[src/rtl/snn_cfg_pkg.sv]
// Shared definitions for the SNN configuration loader: region codes, FSM states and network geometry.
package snn_cfg_pkg;

    localparam logic [1:0] REGION_W = 2'd0;
    localparam logic [1:0] REGION_D = 2'd1;
    localparam logic [1:0] REGION_P = 2'd2;

    localparam int unsigned N_SYN1     = 192;
    localparam int unsigned N_SYN2     = 16;
    localparam int unsigned DELAY_BITS = 4;

    typedef enum logic [2:0] {
        IDLE,
        S_ADDR,
        S_LEN,
        S_DATA,
        S_DROP
    } cfg_state_t;

    // Byte size of a region for a given weight precision; 0 marks the illegal region.
    function automatic int unsigned region_bytes(input logic [1:0] region, input int unsigned nbits);
        int unsigned size;
        size = 0;
        case (region)
            REGION_W: size = (N_SYN1 + N_SYN2) * nbits / 8;
            REGION_D: size = (N_SYN1 + N_SYN2) * DELAY_BITS / 8;
            REGION_P: size = (3 * nbits + 7) / 8;
            default:  size = 0;
        endcase
        return size;
    endfunction

endpackage

[src/rtl/snn_cfg_bytebank.sv]
// Byte-addressable register file with flat output; only the low VALID_BITS bits are stored, the rest read as 0.
module snn_cfg_bytebank #(
    parameter int unsigned NBYTES     = 1,
    parameter int unsigned VALID_BITS = 8 * NBYTES
) (
    input  logic                  clk,
    input  logic                  rst_n,
    input  logic                  we,
    input  logic [7:0]            waddr,
    input  logic [7:0]            wdata,
    output logic [VALID_BITS-1:0] q
);

    // Bit-wise write so bits beyond VALID_BITS are never stored.
    always_ff @(posedge clk or negedge rst_n) begin
        if (!rst_n) begin
            q <= '0;
        end else if (we) begin
            for (int unsigned b = 0; b < VALID_BITS; b++) begin
                if (waddr == 8'(b / 8)) begin
                    q[b] <= wdata[b % 8];
                end
            end
        end
    end

endmodule

[src/rtl/snn_config_loader.sv]
// Byte-serial framed configuration loader feeding the weight, delay and scalar-parameter buses of the SNN top.
module snn_config_loader
    import snn_cfg_pkg::*;
#(
    parameter int unsigned Nbits = 4
) (
    input  logic                   clk,
    input  logic                   reset_n,
    input  logic                   in_valid,
    input  logic [7:0]             in_data,
    output logic                   in_ready,
    output logic [208*Nbits-1:0]   weights,
    output logic [831:0]           delays,
    output logic [Nbits-1:0]       threshold,
    output logic [Nbits-1:0]       decay,
    output logic [Nbits-1:0]       refractory_period,
    output logic                   busy,
    output logic                   cfg_done,
    output logic                   cfg_error
);

    localparam int unsigned W_BYTES = region_bytes(REGION_W, Nbits);
    localparam int unsigned D_BYTES = region_bytes(REGION_D, Nbits);
    localparam int unsigned P_BYTES = region_bytes(REGION_P, Nbits);

    cfg_state_t state, state_nxt;
    logic [1:0] region, region_nxt;
    logic [7:0] ptr, ptr_nxt;
    logic [7:0] cnt, cnt_nxt;
    logic       done_nxt;
    logic       error_nxt;
    logic       we_w, we_d, we_p;
    logic [8:0] end_idx;
    logic [8:0] region_size;
    logic [3*Nbits-1:0] p_q;

    assign in_ready = 1'b1;
    assign busy     = (state != IDLE);

    // Range check at 9 bits so ADDR+LEN cannot wrap back into range.
    assign end_idx     = {1'b0, ptr} + {1'b0, in_data};
    assign region_size = 9'(region_bytes(region, Nbits));

    always_ff @(posedge clk or negedge reset_n) begin
        if (!reset_n) begin
            state     <= IDLE;
            region    <= '0;
            ptr       <= '0;
            cnt       <= '0;
            cfg_done  <= 1'b0;
            cfg_error <= 1'b0;
        end else begin
            state     <= state_nxt;
            region    <= region_nxt;
            ptr       <= ptr_nxt;
            cnt       <= cnt_nxt;
            cfg_done  <= done_nxt;
            cfg_error <= error_nxt;
        end
    end

    always_comb begin
        state_nxt  = state;
        region_nxt = region;
        ptr_nxt    = ptr;
        cnt_nxt    = cnt;
        done_nxt   = 1'b0;
        error_nxt  = cfg_error;
        we_w       = 1'b0;
        we_d       = 1'b0;
        we_p       = 1'b0;
        if (in_valid) begin
            case (state)
                IDLE: begin
                    region_nxt = in_data[1:0];
                    state_nxt  = S_ADDR;
                end
                S_ADDR: begin
                    ptr_nxt   = in_data;
                    state_nxt = S_LEN;
                end
                S_LEN: begin
                    cnt_nxt = in_data;
                    if (region_size == '0 || end_idx >= region_size) begin
                        error_nxt = 1'b1;
                        state_nxt = S_DROP;
                    end else begin
                        state_nxt = S_DATA;
                    end
                end
                S_DATA: begin
                    we_w    = (region == REGION_W);
                    we_d    = (region == REGION_D);
                    we_p    = (region == REGION_P);
                    ptr_nxt = ptr + 8'd1;
                    if (cnt == '0) begin
                        done_nxt  = 1'b1;
                        error_nxt = 1'b0;
                        state_nxt = IDLE;
                    end else begin
                        cnt_nxt = cnt - 8'd1;
                    end
                end
                S_DROP: begin
                    if (cnt == '0) begin
                        state_nxt = IDLE;
                    end else begin
                        cnt_nxt = cnt - 8'd1;
                    end
                end
                default: state_nxt = IDLE;
            endcase
        end
    end

    snn_cfg_bytebank #(
        .NBYTES     (W_BYTES),
        .VALID_BITS (8 * W_BYTES)
    ) u_weights (
        .clk   (clk),
        .rst_n (reset_n),
        .we    (we_w),
        .waddr (ptr),
        .wdata (in_data),
        .q     (weights)
    );

    snn_cfg_bytebank #(
        .NBYTES     (D_BYTES),
        .VALID_BITS (8 * D_BYTES)
    ) u_delays (
        .clk   (clk),
        .rst_n (reset_n),
        .we    (we_d),
        .waddr (ptr),
        .wdata (in_data),
        .q     (delays)
    );

    snn_cfg_bytebank #(
        .NBYTES     (P_BYTES),
        .VALID_BITS (3 * Nbits)
    ) u_params (
        .clk   (clk),
        .rst_n (reset_n),
        .we    (we_p),
        .waddr (ptr),
        .wdata (in_data),
        .q     (p_q)
    );

    assign threshold         = p_q[Nbits-1:0];
    assign decay             = p_q[2*Nbits-1:Nbits];
    assign refractory_period = p_q[3*Nbits-1:2*Nbits];

endmodule

[config.mk]
export PLATFORM = sky130hd
export DESIGN_NAME = snn_config_loader
export DESIGN_NICKNAME = d
export VERILOG_FILES = /design/src/rtl/snn_cfg_pkg.sv /design/src/rtl/snn_cfg_bytebank.sv /design/src/rtl/snn_config_loader.sv
export SDC_FILE = /design/constraint.sdc
export NUM_CORES = 2
export LEC_CHECK = 0
export CELL_PAD_IN_SITES_DETAIL_PLACEMENT = 0
export CELL_PAD_IN_SITES_GLOBAL_PLACEMENT = 1
export CORE_AREA = 2 2 657 659
export CTS_CLUSTER_SIZE = 10
export DETAILED_ROUTE_END_ITERATION = 10
export DIE_AREA = 0 0 659 661
export PLACE_DENSITY = 0.4
export SYNTH_ARGS = -nofsm -noshare
export SYNTH_HDL_FRONTEND = slang
export SYNTH_HIERARCHICAL = 1
export SYNTH_SLANG_ARGS = --single-unit
[constraint.sdc]
create_clock -name clk -period 3.6 [get_ports clk]
set_clock_uncertainty 0.05 [all_clocks]
set_input_delay 0.54 -clock clk [delete_from_list [all_inputs] [get_ports clk]]
set_output_delay 0.54 -clock clk [all_outputs]
set_load 0.005 [all_outputs]
==> reports/summary.json <==
{
  "run_status": {"value": "finished clean"},
  "floorplan.initialDensity": {"value": 0.155},
  "die_width": {"value": 659, "unit": "um"},
  "synth_fp_nets": {"value": 4145},
  "final_area": {"value": 100000, "unit": "sq um"},
  "rsz_0062_raised_after_global_routing": {"value": "no"},
  "timing.final.max_slew_violations": {"value": 0},
  "ys_seq_elements": {"value": 1699},
  "vias_per_cell": {"value": 3.64},
  "grt_pass1_wl": {"value": 427000, "unit": "um"},
  "clock-sinks": {"value": 1699},
  "synth_top_area_cell": {"value": "dfrtp_1"},
  "synthArstFlopShare": {"value": 1.00},
  "gr-total-overflow": {"value": 0},
  "hp-class": {"value": "in2reg"},
  "irDropWorstVdd": {"value": 0.000342, "unit": "V"},
  "ys_types": {"value": 61},
  "setup.worst_path.end_class": {"value": "flip-flop"},
  "postCtsResizedCells": {"value": 0},
  "timing.fmax": {"value": 308, "unit": "MHz"},
  "detail_route.wirelength": {"value": 319000, "unit": "um"},
  "worst-path-max-fanout": {"value": 6},
  "p_leak": {"value": 45.8, "unit": "nW"},
  "sequential_cell_area_fraction_in_the_yosys_report": {"value": 0.640},
  "cp-start-kind": {"value": "flip-flop"},
  "final.fill_count": {"value": 45000},
  "core.rowCount": {"value": 241},
  "maximum_count_of_clock_buffers_along_a_single_path": {"value": 4},
  "grt_util_all_layers": {"value": 0.141},
  "postSynth.topFlopCell": {"value": "dfrtp_1"},
  "cp_data_arrival_time": {"value": 3.97, "unit": "ns"},
  "number_of_cts_inserted_buffers": {"value": 217},
  "number_of_hold_slack_violations_in_the_final_timing_report": {"value": 0},
  "drt_iter0_markers": {"value": 1632},
  "io-pin-count": {"value": 1691},
  "period_minus_slack": {"value": 3.25, "unit": "ns"},
  "final.setup.tns": {"value": 0, "unit": "ns"},
  "area.growth.synth_to_final": {"value": 51.1, "unit": "%"},
  "post_route_cells_drive_above_1_share": {"value": 0.401},
  "grt_start_max_net_pins": {"value": 106},
  "max_slew_margin": {"value": 0.282},
  "design.final.nets": {"value": 6158},
  "place.port_buffers": {"value": 1689},
  "wl_per_cell": {"value": 26.6, "unit": "um"},
  "route.antenna.remaining_nets": {"value": 0},
  "place_area": {"value": 93500, "unit": "sq um"},
  "cap_violations": {"value": 0},
  "htreeDepth": {"value": 4},
  "die_area": {"value": 436000, "unit": "sq um"},
  "die_h": {"value": 661, "unit": "um"},
  "cts.clk_slew.worst_paths": {"value": 0.06, "unit": "ns"},
  "routed_via_count": {"value": 43700},
  "synth_enable_flop_cells": {"value": 0},
  "cts_tree": {"value": "yes"},
  "route.detailed.drc": {"value": 0},
  "first_global_vias": {"value": 46500},
  "synth.area.top_cells": {"value": "dfrtp_1 64%, mux2_2 28%, clkbuf_1 1.3%, nor3_2 0.99%, nor3_4 0.95%"},
  "total_setup_violations_reported_at_the_end_of_the_flow": {"value": 0},
  "fin_crit_sh": {"value": 0.903},
  "hpwl": {"value": 227000, "unit": "um"},
  "cp_data_required_time": {"value": 4.32, "unit": "ns"},
  "criticalPathCategory": {"value": "reg2reg"},
  "netlist_area": {"value": 66400, "unit": "sq um"},
  "syn_inst": {"value": 4118},
  "synth.top_cell.area_share": {"value": 0.640},
  "pwr_density_cell": {"value": 474, "unit": "nW/um^2"},
  "cts_root_buffer": {"value": "clkbuf_16"},
  "core": {"value": 429000, "unit": "sq um"},
  "synth.yosys.warnings": {"value": 6},
  "avgSynthCellArea": {"value": 16.1, "unit": "sq um"},
  "drt_pre_antenna_iters": {"value": 5},
  "worst_pin_slew": {"value": 1.08, "unit": "ns"},
  "gpl_congestion": {"value": 0.745},
  "antenna_violations_before_repair": {"value": 7},
  "insertion_delay": {"value": 0.89, "unit": "ns"}
}
==> cells by family after synthesis <==
| kind of cell | after synthesis | synth area share |
|---|---|---|
| adders and majority gates | 16 | 0.00313 |
| muxes | 1682 | 0.286 |
| other | 1 | 0.0000565 |
| buffers and inverters | 286 | 0.0179 |
| AOI/OAI and AO/OA | 76 | 0.00725 |
| and+or+nand+nor | 354 | 0.0449 |
| DFF | 1699 | 0.640 |
| xor gates and xnor gates | 4 | 0.000527 |
==> critical path, cell delays in order (launching register included) <==
cell	delay, ns
dfrtp_1	0.38
nor2b_1	0.33
nand3_1	0.26
nor3_2	0.40
buf_12	0.20
or3b_1	0.35
buf_4	0.20
nor4_4	0.36
buf_4	0.24
mux2_2	0.34
==> path summary, 6_finish.rpt <==
kind,startpoint,endpoint,slack [ns],depth (start not counted)
min in group asynchronous,reset_n,u_delays/q[699],0.29,2
min reg2reg,u_delays/q[68],u_delays/q[68],0.45,1
max in group asynchronous,reset_n,u_delays/q[412],1.80,3
min,in_data[7],u_delays/q[799],0.19,2
max reg2reg,state[2],u_weights/q[366],0.35,9
max,state[2],u_weights/q[366],0.35,9
==> synth_stat cells (3+ instances only) <==
master and number:
mux2_2 1659, buf_4 3, inv_1 9, clkbuf_1 224, nand2_1 22, nor3_4 39
a21o_1 3, nand2b_1 13, o22a_1 4, o21a_1 4, dfrtp_1 1699, or2_2 3
nand3_1 53, xnor2_1 3, buf_1 8, and2_1 5, nor3_1 10, nor4_4 12
ha_1 15, and3_1 4, o21ai_0 17, buf_6 8, a31oi_1 6, mux2i_1 3
a21oi_1 22, a22oi_1 3, nor4bb_1 6, nand4bb_1 6, nor2_1 19, nor2b_1 15
o211ai_1 4, nor3b_1 4, nand4_1 47, mux2_4 20, nand3b_1 5, and4_1 8
nor3_2 66, buf_2 34
==> state kept, by name, indices dropped and copies added (netlist names) <==
signal,cells
region,2
cnt,8
u_params/q,12
state,3
cfg_error,1
cfg_done,1
ptr,8
u_delays/q,832
u_weights/q,832
==> timing repair <==
action / CTS / global route
endpoints found under the hold margin: 75 / 0
hold buffers: 3 / 0
buffers inserted: 0 / 0
==> power by group <==
part / switching (mW) / internal (mW) / total (mW)
sequential: 0.465 / 19.6 / 20.0
combinational: 4.25 / 1.89 / 6.14
clock: 8.84 / 12.6 / 21.5
==> routing by layer <==
| metal | track usage | routed length (um) |
|---|---|---|
| met5 | 0 | 0 |
| met4 | 0.0591 | 15000 |
| met3 | 0.0465 | 24400 |
| met2 | 0.248 | 161000 |
| met1 | 0.155 | 119000 |
==> cells in the final DEF, fill, tap and decap left out, types with 40 or more instances in the layout <==
cell type,Yosys,layout
buf_12,0,91
buf_4,3,288
clkbuf_1,224,71
clkbuf_16,0,220
clkbuf_8,0,43
clkdlybuf4s50_1,0,1680
dfrtp_1,1699,1691
mux2_2,1659,1659
nand3_1,53,51
nand4_1,47,47
nor3_2,66,66
nor3_4,39,40
==> metrics by stage <==
step	cells	power, mW	hold WS (ns)	util	worst slack, ns
after floorplan	4118	22.9	0.194	-	0.661
after global placement	11600	26.8	0.437	0.218	0.0133
after detailed placement	11600	26.8	0.441	0.218	0.0732
after CTS	12000	48.9	0.0506	0.234	0.260
after global routing	12000	49.9	0.142	0.234	0.111
final	12000	47.6	0.186	0.234	0.348
==> area by class of cell <==
class / instances / area (sq um) / area share
antenna: 11 / 27.5 / 0.000274
clock buffer: 334 / 6360 / 0.0634
clock inverter: 35 / 514 / 0.00512
inverter: 9 / 33.8 / 0.000337
multi-input combinational: 2133 / 22800 / 0.227
sequential: 1699 / 42500 / 0.424
tap: 5710 / 7140 / 0.0712
timing repair buffer: 2071 / 21000 / 0.209
(Power assumes the default switching activity.)
